--- config.mk ---
export PLATFORM = sky130hd
export DESIGN_NAME = bcd_counter_2d_flat
export DESIGN_NICKNAME = d
export VERILOG_FILES = /design/src/rtl/bcd_counter_2d_pkg.sv /design/src/rtl/bcd_counter_2d_if.sv /design/src/rtl/bcd_counter_2d_tick_gen.sv /design/src/rtl/bcd_counter_2d.sv /design/src/flat_wrapper.sv
export SDC_FILE = /design/constraint.sdc
export NUM_CORES = 1
export LEC_CHECK = 0
export CAP_MARGIN = 20
export CORE_ASPECT_RATIO = 0.7
export CORE_MARGIN = 3
export CORE_UTILIZATION = 45
export CTS_BUF_LIST = sky130_fd_sc_hd__clkbuf_4
export CTS_CLUSTER_DIAMETER = 50
export CTS_CLUSTER_SIZE = 24
export DETAILED_ROUTE_END_ITERATION = 10
export HOLD_SLACK_MARGIN = 0.05
export PLACE_DENSITY = 0.63
export SYNTH_ARGS = -nofsm -noshare
export SYNTH_HDL_FRONTEND = slang
export SYNTH_HIERARCHICAL = 1
export SYNTH_SLANG_ARGS = --single-unit
--- constraint.sdc ---
create_clock -name clk -period 4.1 [get_ports clk]
set_clock_uncertainty 0.2 [all_clocks]
set_input_delay 0.82 -clock clk [delete_from_list [all_inputs] [get_ports clk]]
set_output_delay 0.82 -clock clk [all_outputs]
set_load 0.03 [all_outputs]
--- src/rtl/bcd_counter_2d_pkg.sv ---
// Shared types and helpers for the two-digit BCD counter.
// Imported by the prescaler, the handshake interface and the top level.
package bcd_counter_2d_pkg;

    localparam int DIGIT_W = 4;

    typedef logic [DIGIT_W-1:0] bcd_t;

    // Binary value of a tens/ones pair; 8 bits holds 15*10+15.
    function automatic logic [7:0] bcd_val(bcd_t t, bcd_t o);
        return 8'(t) * 8'd10 + 8'(o);
    endfunction

endpackage

--- src/rtl/bcd_counter_2d_if.sv ---
// Control and digit bundle of the BCD counter.
// master drives controls, slave is the counter.
interface bcd_counter_2d_if;
    import bcd_counter_2d_pkg::*;

    logic en;
    logic up;
    logic clr;
    logic load;
    bcd_t load_tens;
    bcd_t load_ones;
    bcd_t digit_tens;
    bcd_t digit_ones;
    logic tick;
    logic wrap;

    modport master (
        output en, up, clr, load,
        output load_tens, load_ones,
        input  digit_tens, digit_ones,
        input  tick, wrap
    );

    modport slave (
        input  en, up, clr, load,
        input  load_tens, load_ones,
        output digit_tens, digit_ones,
        output tick, wrap
    );

endinterface

--- src/rtl/bcd_counter_2d_tick_gen.sv ---
// Prescaler: counts 0..CLK_DIV-1 while enabled.
// strobe is high in the cycle that returns the count to 0.
module tick_gen #(
    parameter int CLK_DIV = 12_000_000,
    parameter int DIV_W   = 24
) (
    input  logic clk,
    input  logic rst,
    input  logic en,
    input  logic sync_clr,
    output logic strobe
);

    localparam logic [DIV_W-1:0] LAST = DIV_W'(CLK_DIV - 1);

    logic [DIV_W-1:0] cnt;

    // A clear wins over the terminal count, so no step is issued.
    assign strobe = en && !sync_clr && (cnt == LAST);

    always_ff @(posedge clk or posedge rst) begin
        if (rst) begin
            cnt <= '0;
        end else if (sync_clr) begin
            cnt <= '0;
        end else if (en) begin
            if (cnt == LAST)
                cnt <= '0;
            else
                cnt <= cnt + DIV_W'(1);
        end
    end

endmodule

--- src/rtl/bcd_counter_2d.sv ---
// Two-digit BCD up/down counter with built-in tick prescaler.
// tens feeds decoder data1, ones feeds decoder data2.
module bcd_counter_2d
    import bcd_counter_2d_pkg::*;
#(
    parameter int CLK_DIV = 12_000_000,
    parameter int MOD     = 100,
    parameter int DIV_W   = 24
) (
    input logic          clk,
    input logic          rst,
    bcd_counter_2d_if.slave bus
);

    localparam bcd_t MOD_TENS = bcd_t'((MOD - 1) / 10);
    localparam bcd_t MOD_ONES = bcd_t'((MOD - 1) % 10);
    localparam logic [7:0] MOD_V = 8'(MOD);

    logic step;
    logic sync_clr;
    bcd_t tens_q, ones_q;
    bcd_t tens_d, ones_d;
    logic tick_q, wrap_q;
    logic wrap_d;
    logic at_max, at_zero;
    logic load_bad;

    assign sync_clr = bus.clr | bus.load;

    tick_gen #(
        .CLK_DIV (CLK_DIV),
        .DIV_W   (DIV_W)
    ) u_tick_gen (
        .clk      (clk),
        .rst      (rst),
        .en       (bus.en),
        .sync_clr (sync_clr),
        .strobe   (step)
    );

    // Full-pair compare so moduli like 45 wrap correctly.
    assign at_max  = (tens_q == MOD_TENS) && (ones_q == MOD_ONES);
    assign at_zero = (tens_q == '0) && (ones_q == '0);

    assign load_bad = (bus.load_tens > 4'd9)
                   || (bus.load_ones > 4'd9)
                   || (bcd_val(bus.load_tens, bus.load_ones) >= MOD_V);

    always_comb begin
        tens_d = tens_q;
        ones_d = ones_q;
        wrap_d = 1'b0;
        if (bus.clr) begin
            tens_d = '0;
            ones_d = '0;
        end else if (bus.load) begin
            tens_d = load_bad ? MOD_TENS : bus.load_tens;
            ones_d = load_bad ? MOD_ONES : bus.load_ones;
        end else if (step) begin
            if (bus.up) begin
                if (at_max) begin
                    tens_d = '0;
                    ones_d = '0;
                    wrap_d = 1'b1;
                end else if (ones_q == 4'd9) begin
                    ones_d = '0;
                    tens_d = tens_q + 4'd1;
                end else begin
                    ones_d = ones_q + 4'd1;
                end
            end else begin
                if (at_zero) begin
                    tens_d = MOD_TENS;
                    ones_d = MOD_ONES;
                    wrap_d = 1'b1;
                end else if (ones_q == 4'd0) begin
                    ones_d = 4'd9;
                    tens_d = tens_q - 4'd1;
                end else begin
                    ones_d = ones_q - 4'd1;
                end
            end
        end
    end

    always_ff @(posedge clk or posedge rst) begin
        if (rst) begin
            tens_q <= '0;
            ones_q <= '0;
            tick_q <= 1'b0;
            wrap_q <= 1'b0;
        end else begin
            tens_q <= tens_d;
            ones_q <= ones_d;
            tick_q <= step;
            wrap_q <= wrap_d;
        end
    end

    assign bus.digit_tens = tens_q;
    assign bus.digit_ones = ones_q;
    assign bus.tick       = tick_q;
    assign bus.wrap       = wrap_q;

endmodule

--- src/flat_wrapper.sv ---
// flat-port wrapper written by rule: the top's interface ports become plain ports
module bcd_counter_2d_flat import bcd_counter_2d_pkg::*;
#(
    parameter int CLK_DIV = 12_000_000,
    parameter int MOD     = 100,
    parameter int DIV_W   = 24
)
  (clk, rst, bus_en, bus_up, bus_clr, bus_load, bus_load_tens, bus_load_ones, bus_digit_tens, bus_digit_ones, bus_tick, bus_wrap);
  bcd_counter_2d_if bus_i ();
  input logic clk;
  input logic rst;
  input wire logic [$bits(bus_i.en)-1:0] bus_en;
  input wire logic [$bits(bus_i.up)-1:0] bus_up;
  input wire logic [$bits(bus_i.clr)-1:0] bus_clr;
  input wire logic [$bits(bus_i.load)-1:0] bus_load;
  input wire logic [$bits(bus_i.load_tens)-1:0] bus_load_tens;
  input wire logic [$bits(bus_i.load_ones)-1:0] bus_load_ones;
  output wire logic [$bits(bus_i.digit_tens)-1:0] bus_digit_tens;
  output wire logic [$bits(bus_i.digit_ones)-1:0] bus_digit_ones;
  output wire logic [$bits(bus_i.tick)-1:0] bus_tick;
  output wire logic [$bits(bus_i.wrap)-1:0] bus_wrap;
  assign bus_i.en = bus_en;
  assign bus_i.up = bus_up;
  assign bus_i.clr = bus_clr;
  assign bus_i.load = bus_load;
  assign bus_i.load_tens = bus_load_tens;
  assign bus_i.load_ones = bus_load_ones;
  assign bus_digit_tens = bus_i.digit_tens;
  assign bus_digit_ones = bus_i.digit_ones;
  assign bus_tick = bus_i.tick;
  assign bus_wrap = bus_i.wrap;
  bcd_counter_2d #(.CLK_DIV(CLK_DIV), .MOD(MOD), .DIV_W(DIV_W)) u_core (.clk(clk), .rst(rst), .bus(bus_i));
endmodule
**After elaboration in Yosys (flattened, before gate mapping)**

Index checks and enable logic that the tools add are counted.

- Word-level logic and storage cells: 60
- Input port bits: 14
- Bits in registers: 34
- Output and inout bits: 10

- Bitwise gates (word level): 1
- Eq/ne operators: 4
- Reduce and logical (&&, ||, !) cells: 13
- Multiply operators: 1
- Add/sub/neg operators: 6
- Muxes and demuxes: 27
- Order comparisons: 3

Operators with widths:

| kind | count |
|---|---|
| 24-bit 2-to-1 mux | 3 |
| 4-bit 2-to-1 mux | 18 |
| 24-bit by 1-bit adder with 24-bit output, second input constant | 1 |
| 24-bit equality test, second input constant | 1 |
| 4-bit by 1-bit adder with 4-bit output, second input constant | 2 |
| 8-bit by 4-bit adder with 8-bit output | 1 |
| 4-bit equality test, second input constant | 2 |
| 8-bit by 7-bit greater-or-equal comparator with 1-bit output, second input constant | 1 |
| 4-bit greater-than comparator, second input constant | 2 |
| 4-bit zero test | 2 |
| 4-bit by 1-bit subtractor with 4-bit output, second input constant | 2 |
| 4-bit by 3-bit multiplier with 7-bit output, second input constant | 1 |
| 1-bit 2-to-1 mux | 6 |
| 5-bit by 1-bit inequality test with 1-bit output, second input constant | 1 |
| 5-bit nonzero test | 1 |
| 1-bit logical AND | 4 |
| 3-bit AND reduction | 1 |
| 3-bit nonzero test | 1 |
| 1-bit logical OR | 2 |
| 2-bit nonzero test | 1 |
| 1-bit zero test | 1 |
| 1-bit OR | 1 |

**Longest topological paths before layout**

- Depth in word-level cells: 7
- Gate-level depth with buffers: 12
- Gate-level depth less buffers: 10

**Cells and area by module**

The synthesis kept the hierarchy.

Modules (own cells, without submodules):

| module | cells each | times used | area an instance (um^2) | sequential area each (um^2) |
|---|---|---|---|---|
| tick_gen | 187 | 1 | 1679.1 | 600.6 |
| bcd_counter_2d | 156 | 1 | 1281.2 | 250.2 |

**Worst setup path after synthesis**

Ideal clock, no wire load.

- Path type: input to register
- Start: input bus_load
- End: register u_core.tens_q[0] (netlist: u_core/bus.digit_tens[0])
- Path buffers: 5
- Setup slack: 504 ps
- Stages on the path: 12
- Arrival: 3317 ps
- Required time: 3821 ps
- Library setup time: 79 ps
- Cell sequence: clkbuf_1 or2_2 clkbuf_1 clkbuf_1 clkbuf_1 nor4_1 buf_1 inv_1 nor3_1 o21ai_0 a21o_1 a2bb2oi_1

- Word-level cells in the longest chain between the ends: 6
- Elaborated cells between the ends (all ways): 10
- Those cells by class: eq/ne: 1; mux: 2; bitwise: 1; reduce/logical: 6

RTL lines:

| element | line | text |
|---|---|---|
| start, declared | flat_wrapper.sv:15 | `input wire logic [$bits(bus_i.load)-1:0] bus_load;` |
| 1-bit OR | bcd_counter_2d.sv:28 | `assign sync_clr = bus.clr \| bus.load;` |
| via u_core.sync_clr | bcd_counter_2d.sv:20 | `logic sync_clr;` |
| 1-bit zero test | bcd_counter_2d_tick_gen.sv:19 | `assign strobe = en && !sync_clr && (cnt == LAST);` |
| 1-bit logical AND (2 in a row) | bcd_counter_2d_tick_gen.sv:19 |  |
| via u_core.step | bcd_counter_2d.sv:19 | `logic step;` |
| 3-bit nonzero test (no line) | - |  |
| 3-bit AND reduction (no line) | - |  |
| end signal, assigned | bcd_counter_2d.sv:93 | `tens_q <= tens_d;` |
| end, declared | bcd_counter_2d.sv:21 | `bcd_t tens_q, ones_q;` |

The timed path passes the listed nets, and every way through them passes these cells.
A chain may end at the register's enable or synchronous reset.

**Worst setup path in the final report**

- Start: input bus_load_tens[1]
- End: register u_core.ones_q[1] (netlist: u_core/bus.digit_ones[1])

- Word-level cells in the longest chain between the ends: 7
- Elaborated cells between the ends (all ways): 9
- Those cells by class: add/sub: 1; mul: 1; order compare: 2; mux: 3; reduce/logical: 2

RTL lines:

| element | line | text |
|---|---|---|
| start, declared | flat_wrapper.sv:16 | `input wire logic [$bits(bus_i.load_tens)-1:0] bus_load_tens;` |
| 4-bit by 3-bit multiplier with 7-bit output | bcd_counter_2d_pkg.sv:11 | `return 8'(t) * 8'd10 + 8'(o);` |
| 8-bit by 4-bit adder with 8-bit output | bcd_counter_2d_pkg.sv:11 |  |
| 8-bit by 7-bit greater-or-equal comparator with 1-bit output | bcd_counter_2d.sv:47 | `\|\| (bcd_val(bus.load_tens, bus.load_ones) >= MOD_V);` |
| 1-bit logical OR (*) | bcd_counter_2d.sv:47 |  |
| 4-bit 2-to-1 mux (*) | bcd_counter_2d.sv:58 | `ones_d = load_bad ? MOD_ONES : bus.load_ones;` |
| 4-bit 2-to-1 mux (*) | bcd_counter_2d.sv:56 | `end else if (bus.load) begin` |
| 4-bit 2-to-1 mux (*) | bcd_counter_2d.sv:53 | `if (bus.clr) begin` |
| end signal, assigned | bcd_counter_2d.sv:94 | `ones_q <= ones_d;` |
| end, declared | bcd_counter_2d.sv:21 |  |

Mark *: on every way between the ends. The rest lies on a longest branch, timed or not.

==> flow_summary.yaml <==
run_status:
  outcome: "complete, no violations"
clock_tree:
  cts.htree.levels: 2
  cts_root_buf: "clkbuf_4"
  clockBufferDepth: 2
  tritoncts: "built"
  postCtsSetupBuffers: 0
  cts.hold.buffers_added: 0
  clock-sinks: 34
  cts_buffers: 5
  path_clk_slew_ns: 0.10
  postCtsResizedCells: 0
  clkLatencyLatePin_ns: 0.35
die:
  fp.dieW_um: 102.9
  core_um2: 6306
  placementRows: 24
  die_y_um: 73.86
  pin_count: 24
  die_area_um2: 7603
  initial_core_util_pct: 46.94
synthesis:
  synth_edf_count: 0
  synth_largest_area_cell: "dfrtp_1"
  syn_area_um2: 2960
  synth_seq_cells: 34
  yosys_warnings: 6
  synth.top_cell.area_share_pct: 28.74
  syn_avg_cell_area_um2: 8.631
  ys_seq_area_share_pct: 28.74
  syn_inst: 343
  ys_types: 70
  synthesis.nets: 373
  netlist_top_cells_area: "dfrtp_1 (29%), ha_1 (5.9%), nand4_1 (4.2%)"
  ys_async_sr_fraction_pct: 100.0
  synth_flop_cell: "dfrtp_1"
timing:
  setup_viol: 0
  hold_viol_final: 0
  slew_violations: 0
  final.period_utilization_pct: 87.87
  tightestPinTransition_ns: 0.7408
  worst_slack_ns: 0.4972
  relSlewSlack_pct: 50.56
  fmax_mhz: 277.6
  finalSetupTns_ns: 0
  period_needed_ns: 3.603
  rsz0062_at_grt: "false"
pwr:
  p_leak_nw: 1.261
  p_per_area_nw_per_um2: 226.4
  p_clk_share_pct: 25.5
  power_frac_seq_pct: 48.0
  switching_share_pct: 33.22
  switchingPower_mw: 0.2463
  power_mw: 0.7414
  power_frac_comb_pct: 26.6
  p_int_mw: 0.4951
  ir_worst_vdd_v: 0.00007831
setup_path:
  cp_num_buf_inv: 2
  crit_fanout: 6
  worstSetupPathType: "in -> reg"
  startpoint_type: "input port"
  crit_family: "adder cells"
  endpoint_kind: "flip-flop"
  r2r_setup_slack_ns: 1.40
  rr_startpoint: "u_core/u_tick_gen/cnt[8]"
  crit_start: "bus_load_tens[1]"
  slowest_stage: "fa_1"
  crit_chain: "clkdlybuf4s50_1 > ha_1 > ha_1 > inv_1 > fa_1 > nand4b_1 > or4_4 > o311ai_4 > a2111oi_4 > o21ai_4 > o32ai_2"
  cp.required_ns: 4.10
  critPathArrivalTime_ns: 3.60
  crit_path_frequent_cell: "ha_1"
  max_stage_delay_ns: 0.48
route:
  ant_nets: 0
  drt_pass1_iterations: 4
  routed_wl_um: 7678
  drc: 0
  routed-via-count: 2813
  vias_per_cell: 6.422
  drt_iter0_markers: 239
  routedWlPerCell_um: 17.53
final_layout:
  layout_commonest_cell: "dfrtp_1"
  fin_nets: 389
  fillers: 609
  final_layout_size_suffix_gt1_share_pct: 9.444
  diodes: 0
  area_growth_pct: 10.61
  final_cell_mix: "dfrtp_1 (34), nand2_1 (26), inv_1 (24)"
  multi_input_area_um2: 1862
  seq_area_um2: 850.8
placed_design:
  routabilityCongestion: 0.8389
  numPortBuffers: 23
  dp_hpwl_um: 5498
  dpl_worst_slack_ns: 0.1569
hold_path:
  min_from: "u_core/u_tick_gen/cnt[0]"
  hp-class: "reg -> reg"
global_routing:
  grt_max_degree: 30
  grt_usage_pct: 21.32
  grt_pass1_vias: 2453
  antenna_found_initial: 0
  grt_pass1_wl_um: 12660
  overflow: 0
run:
  timing.max_cap.violations: 0
## power by group through the flow
stage / logic [mW] / registers, mW / clock network (mW)
2_1_floorplan: 0.130 / 0.367 / 0
3_3_place_gp: 0.191 / 0.362 / 0
3_5_place_dp: 0.193 / 0.362 / 0
4_1_cts: 0.195 / 0.356 / 0.197
5_1_grt: 0.217 / 0.358 / 0.215
6_report: 0.197 / 0.356 / 0.189
## kinds of logic after synthesis
logic type	count (synthesis)	synth area share (%)
buffers and inverters	49	8.368
and+or+nand+nor	143	28.70
adders and majority gates	16	7.270
muxes	2	0.6763
DFF	34	28.74
xor gates and xnor gates	8	2.367
AOI/OAI and AO/OA	91	23.88
## metal layers
metal  up-vias  global-route usage, %  wire, um
met5         -                      0         0
met4         0                  4.023        66
met3         7                  4.934       395
met2        86                  27.29      3151
li1       1358                      -         -
met1      1362                  35.25      4065
## worst reg2reg max path: cells and delay by family, from the launching register on
kind | cells | cell delay [ns]
buffers and inverters | 2 | 0.29
AO/OA/AOI/OAI | 3 | 0.46
AND/OR/NAND/NOR | 5 | 1.18
flip-flops | 1 | 0.49
## Yosys cell counts (5+ instances only)
library cell,count
inv_1,24
o31ai_1,6
nor4_1,6
o2111ai_1,10
nor2b_1,5
a31oi_1,6
or4_1,6
nor2_1,20
ha_1,14
a21oi_1,16
o21ai_0,16
nand3_1,18
clkbuf_1,12
nand2_1,26
dfrtp_1,34
and4_1,7
nand4_1,20
xor2_1,5
nand2b_1,6
## cell type report
cell class	count	area share, %
well taps	78	2.981
inverters	24	2.751
repair buffers	34	9.782
clock inverters	2	0.2675
multi-input cells	260	56.86
flip-flops and latches	34	25.98
clock buffers	6	1.376
## worst paths after layout
| check | to | depth (start not counted) |
|---|---|---|
| worst max-delay path | u_core/bus.digit_ones[1] | 11 |
| worst min-delay path | u_core/u_tick_gen/cnt[0] | 1 |
| worst max register to register | u_core/bus.digit_tens[0] | 10 |
| worst min register to register | u_core/u_tick_gen/cnt[0] | 1 |
| max in group asynchronous | u_core/u_tick_gen/cnt[1] | 3 |
| min in group asynchronous | u_core/bus.tick | 2 |
## per-stage QoR
stage / hold slack [ns] / instances / cell area (um^2) / util, %
detailed placement: 0.3618 / 429 / 3206 / 50.83
CTS: 0.3808 / 437 / 3259 / 51.69
global placement: 0.3499 / 429 / 3206 / 50.83
global route: 0.4116 / 438 / 3274 / 51.92
floorplan: 0.3110 / 343 / 2960 / -
finish: 0.3796 / 438 / 3274 / 51.92
## flip-flops by register name (all words and copies together), names as in the netlist
| name | count |
|---|---|
| u_core/u_tick_gen/cnt | 24 |
| u_core/bus.digit_ones | 4 |
| u_core/bus.digit_tens | 4 |
| u_core/bus.tick | 1 |
| u_core/bus.wrap | 1 |
Power figures use the tool's default switching activity.
==> variant 1 (same settings) <==
`DIV_W` is set to 24 in 3 places; all go to 48.
--- a/src/rtl/bcd_counter_2d_tick_gen.sv
+++ b/src/rtl/bcd_counter_2d_tick_gen.sv
@@ -2,7 +2,7 @@
 // strobe is high in the cycle that returns the count to 0.
 module tick_gen #(
     parameter int CLK_DIV = 12_000_000,
-    parameter int DIV_W   = 24
+    parameter int DIV_W   = 48
 ) (
     input  logic clk,
     input  logic rst,
--- a/src/rtl/bcd_counter_2d.sv
+++ b/src/rtl/bcd_counter_2d.sv
@@ -5,7 +5,7 @@
 #(
     parameter int CLK_DIV = 12_000_000,
     parameter int MOD     = 100,
-    parameter int DIV_W   = 24
+    parameter int DIV_W   = 48
 ) (
     input logic          clk,
     input logic          rst,
--- a/src/flat_wrapper.sv
+++ b/src/flat_wrapper.sv
@@ -3,7 +3,7 @@
 #(
     parameter int CLK_DIV = 12_000_000,
     parameter int MOD     = 100,
-    parameter int DIV_W   = 24
+    parameter int DIV_W   = 48
 )
   (clk, rst, bus_en, bus_up, bus_clr, bus_load, bus_load_tens, bus_load_ones, bus_digit_tens, bus_digit_ones, bus_tick, bus_wrap);
   bcd_counter_2d_if bus_i ();
Function: no difference found for any inputs over 10 cycles, from zero or initial values and one cycle with rst high; that may be too few to reach the edited logic, so the function may still have changed.
==> variant 1 against the original RTL <==
Synthesized area rose by 38%; final area up 39%; sequential cell count increased by 24; power grew 56%; die area up 35%; hold slack worse by 88 ps; maximum frequency up 1.5%; cell count increased by 44%; wire length rose by 40%; setup slack gained 53 ps.
==> variant 1: results (changes against the original RTL) <==
----------------------------------------------------
[Global routing]
  Vias in the first global route ... 3595 (+47%)
  Largest net degree at the start of global routing ... 80 (+170%)
  Global-route track usage on met1 ... 35.9% (+0.64 points)
  Met3 usage in global routing ... 4.94% (+0.010 points)
  Initial antenna violation count ... 0 (unchanged)
  Wire length of the first global-routing pass ... 18.4 mm (+45%)
  GR Util All Layers ... 22.2% (+0.84 points)
  Global routing met2 resource utilization ... 29.1% (+1.8 points)

[Synth]
  Commonest cells in the synthesized netlist ... dfrtp_1, nand2_1, a31oi_1
  Number of nets in the synthesized netlist ... 521 (+40%)
  Top cells by area, synth ... dfrtp_1, a31oi_1, nand2_1, a21oi_1, ha_1
  Sequential element share of the synthesized area ... 35.5% (+6.7 points)
  Proportion of register bits with asynchronous set or reset after synthesis ... 100% (unchanged)
  Count of unique library cells instantiated by Yosys ... 64 (-8.6%)

[Clocking]
  Longest Clk Path Bufs ... 2 (unchanged)
  Clock root buffer ... clkbuf_4
  Depth of the CTS H-tree ... 3 (+1)
  Number of setup buffers added after CTS ... 0 (unchanged)
  Clock latency reported for the late side of the worst-skew pair ... 420 ps (+70 ps)
  Inserted Clock Buffers ... 9 (+4)

[Hold path]
  Worst min path class ... reg2reg

[Detailed routing]
  Detailed-routed wire length on met2 ... 4.15 mm (+32%)
  Iter 0 DRT Violations ... 422 (+77%)
  Routed met3 length ... 758 microns (+92%)
  Total number of vias ... 3879 (+38%)
  Highest metal layer with signal wires ... met4
  Number of detailed-route iterations in the first pass ... 5 (+1)
  Met1 Wirelength ... 5.73 mm (+41%)
  Total routed wirelength ... 10.7 mm (+40%)

[Worst setup path]
  Peak fanout along the critical path ... 6 (unchanged)
  Critical-path cell with the highest stage delay ... a211oi_1
  Data arrival at the endpoint of the critical path ... 3700 ps (+100 ps)
  Biggest cell delay along the critical path ... 730 ps (+250 ps)
  Gate family responsible for the most delay along the worst path ... compound AO/OA/AOI/OAI gates
  R2R setup slack ... 820 ps (-580 ps)

[Final layout]
  Layout cell share with drive strength beyond 1 ... 6.64% (-2.8 points)
  Flip-flop count of the largest register, all copies and words added ... 48 (+100%)
  Post-layout nets ... 537 (+38%)
  Total of fill cells in the finished design ... 845 (+39%)
  Reg with most FFs ... u_core/u_tick_gen/cnt

[Power and ir drop]
  Highest ir drop seen on vdd ... 148 uV (+89%)
  Clk pwr share ... 29.9% (+4.4 points)
  Total leakage power ... 0.00183 uW (+45%)
  Net switching power ... 359 uW (+46%)
  Share of total power in combinational logic ... 18.4% (-8.2 points)

[Placement]
  Input/output buffers ... 23 (unchanged)
  Routability congestion estimate ... 0.848 (+1.0%)
  Half-perimeter wire length after placement ... 7.41 mm (+35%)
  Dpl cell area ... 4420 sq um (+38%)

[Timing]
  Slew of the pin with the lowest slew margin ... 834 ps (+93.2 ps)

[Outcome]
  Result of the run ... finished clean

----------------------------------------------------
==> variant 1: worst paths after layout <==
kind,start,to,depth (start not counted)
setup / recovery,bus_load_tens[3],u_core/bus.digit_ones[2],9
hold reg to reg,u_core/u_tick_gen/cnt[47],u_core/u_tick_gen/cnt[47],1
hold / removal,u_core/u_tick_gen/cnt[47],u_core/u_tick_gen/cnt[47],1
min in group asynchronous,rst,u_core/bus.digit_ones[3],2
max in group asynchronous,rst,u_core/u_tick_gen/cnt[10],3
setup reg to reg,u_core/u_tick_gen/cnt[30],u_core/bus.digit_tens[1],9
==> variant 1: cell type report <==
| class | count | area [sq um] | share of cell area, % |
|---|---|---|---|
| repair buffers | 32 | 323 | 7.10 |
| multi-input cells | 377 | 2410 | 53.0 |
| well taps | 120 | 150 | 3.30 |
| inverters | 29 | 109 | 2.39 |
| clock buffers | 11 | 82.6 | 1.82 |
| flip-flops and latches | 58 | 1450 | 31.9 |
| clock inverters | 5 | 21.3 | 0.468 |
==> variant 1: per-stage QoR <==
stage	hold WS, ps	total power (uW)	worst slack [ps]	util [%]	cells
6_report	292	1150	550	52.6	632
5_1_grt	322	1220	424	52.6	632
4_1_cts	295	1160	602	52.3	631
3_5_place_dp	282	814	145	51.1	615
3_3_place_gp	281	809	264	51.1	615
2_1_floorplan	252	744	1010	-	491
==> variant 1: kinds of logic (layout without fill, tap and decap cells) <==
| family | count (synthesis) | in the layout | share of synthesized area, % |
|---|---|---|---|
| muxes | 10 | 10 | 2.48 |
| xor gates and xnor gates | 9 | 9 | 1.93 |
| AOI/OAI and AO/OA | 147 | 147 | 23.2 |
| buffers and inverters | 56 | 77 | 5.81 |
| adders and majority gates | 16 | 16 | 5.26 |
| DFF | 58 | 58 | 35.5 |
| and+or+nand+nor | 195 | 195 | 25.9 |
==> variant 2 (same settings) <==
Made on the original files. Reset style: synchronous (`rst`), changed in 2 clocked blocks.
--- a/src/rtl/bcd_counter_2d_tick_gen.sv
+++ b/src/rtl/bcd_counter_2d_tick_gen.sv
@@ -18,7 +18,7 @@
     // A clear wins over the terminal count, so no step is issued.
     assign strobe = en && !sync_clr && (cnt == LAST);
 
-    always_ff @(posedge clk or posedge rst) begin
+    always_ff @(posedge clk) begin
         if (rst) begin
             cnt <= '0;
         end else if (sync_clr) begin
--- a/src/rtl/bcd_counter_2d.sv
+++ b/src/rtl/bcd_counter_2d.sv
@@ -83,7 +83,7 @@
         end
     end
 
-    always_ff @(posedge clk or posedge rst) begin
+    always_ff @(posedge clk) begin
         if (rst) begin
             tens_q <= '0;
             ones_q <= '0;
Formal check against the unedited RTL: differs if rst is asserted again (counterexample within 4 cycles, from zero or initial values and one cycle with rst high); with rst held inactive, the same outputs for 10 cycles.
==> variant 2 against the original RTL <==
Maximum frequency grew 0.45%; critical path type unchanged; power shrank 0.90%; final area shrank 16%; sequential cell count is the same; cell count shrank 11%; synthesized area shrank 18%; highest routed layer unchanged; wire length shrank 21%; hold slack lost 87 ps; setup slack gained 16 ps.
==> variant 2: results (changes against the original RTL) <==
----------------------------------------------------
[Outcome]
  Result of the run ... finished clean

[Synth]
  Sequential element share of the synthesized area ... 28.2% (-0.55 points)
  Synth Area per Inst ... 8.00 sq um (-7.4%)
  Number of nets in the synthesized netlist ... 329 (-12%)
  Top cells by area, synth ... dfxtp_1, ha_1, a21oi_1, o21ai_0, nor2_1
  Commonest cells in the synthesized netlist ... dfxtp_1, a21oi_1, nor2_1, o21ai_0, nand2_1

[Final layout]
  Layout Cells excl Fill ... 391 (-11%)
  Post-layout nets ... 348 (-11%)
  Total of fill cells in the finished design ... 464 (-24%)

[Placement]
  DP Cell Count ... 383 (-11%)
  Routability congestion estimate ... 0.877 (+4.5%)
  Pre-CTS setup slack ... 189 ps (+31.6 ps)
  Dpl cell area ... 2680 sq um (-17%)

[Global routing]
  Vias in the first global route ... 2010 (-18%)
  Global routing met2 resource utilization ... 26.0% (-1.3 points)
  Met3 usage in global routing ... 5.23% (+0.30 points)
  Wire length of the first global-routing pass ... 10.3 mm (-18%)
  Global-route track usage on met1 ... 33.4% (-1.9 points)

[Power and ir drop]
  Total leakage power ... 0.000936 uW (-26%)
  Sw Share ... 28.7% (-4.5 points)
  Clk pwr share ... 33.8% (+8.3 points)

[Timing]
  Final critical-path setup slack ... 513 ps (+16.0 ps)
  Relative slew slack ... 57.2% (+6.6 points)
  Final hold slack ... 293 ps (-86.6 ps)

[Worst setup path]
  Biggest cell delay along the critical path ... 570 ps (+90 ps)
  R2R setup slack ... 1450 ps (+50 ps)
  Critical-path cell with the highest stage delay ... clkdlybuf4s50_1

[Detailed routing]
  Total routed wirelength ... 6.09 mm (-21%)
  Total number of vias ... 2305 (-18%)
  Met1 Wirelength ... 3.21 mm (-21%)

----------------------------------------------------
[variant 2: final cells by class]
cell class	count	area (sq um)	area share, %
tap	69	86.3	3.14
sequential	34	681	24.7
clock inverter	3	40.0	1.45
multi-input combinational	237	1590	57.7
clock buffer	5	37.5	1.36
timing repair buffer	27	260	9.45
inverter	16	60.1	2.18
[variant 2: path summary, 6_finish.rpt]
check	from	end	cells after the start
worst max-delay path	bus_load_tens[3]	u_core/bus.digit_ones[3]	9
worst min-delay path	u_core/u_tick_gen/cnt[23]	u_core/u_tick_gen/cnt[23]	2
worst max register to register	u_core/u_tick_gen/cnt[9]	u_core/bus.digit_tens[3]	9
worst min register to register	u_core/u_tick_gen/cnt[23]	u_core/u_tick_gen/cnt[23]	2
[variant 2: logic make-up after synthesis]
group	count (synthesis)	synth area share (%)
XOR/XNOR	16	5.80
AND/OR/NAND/NOR	123	30.4
flip-flops	34	28.2
multiplexers	1	0.415
buffers and inverters	31	6.06
adder cells (fa/ha/maj)	13	7.36
AO/OA/AOI/OAI	84	21.8
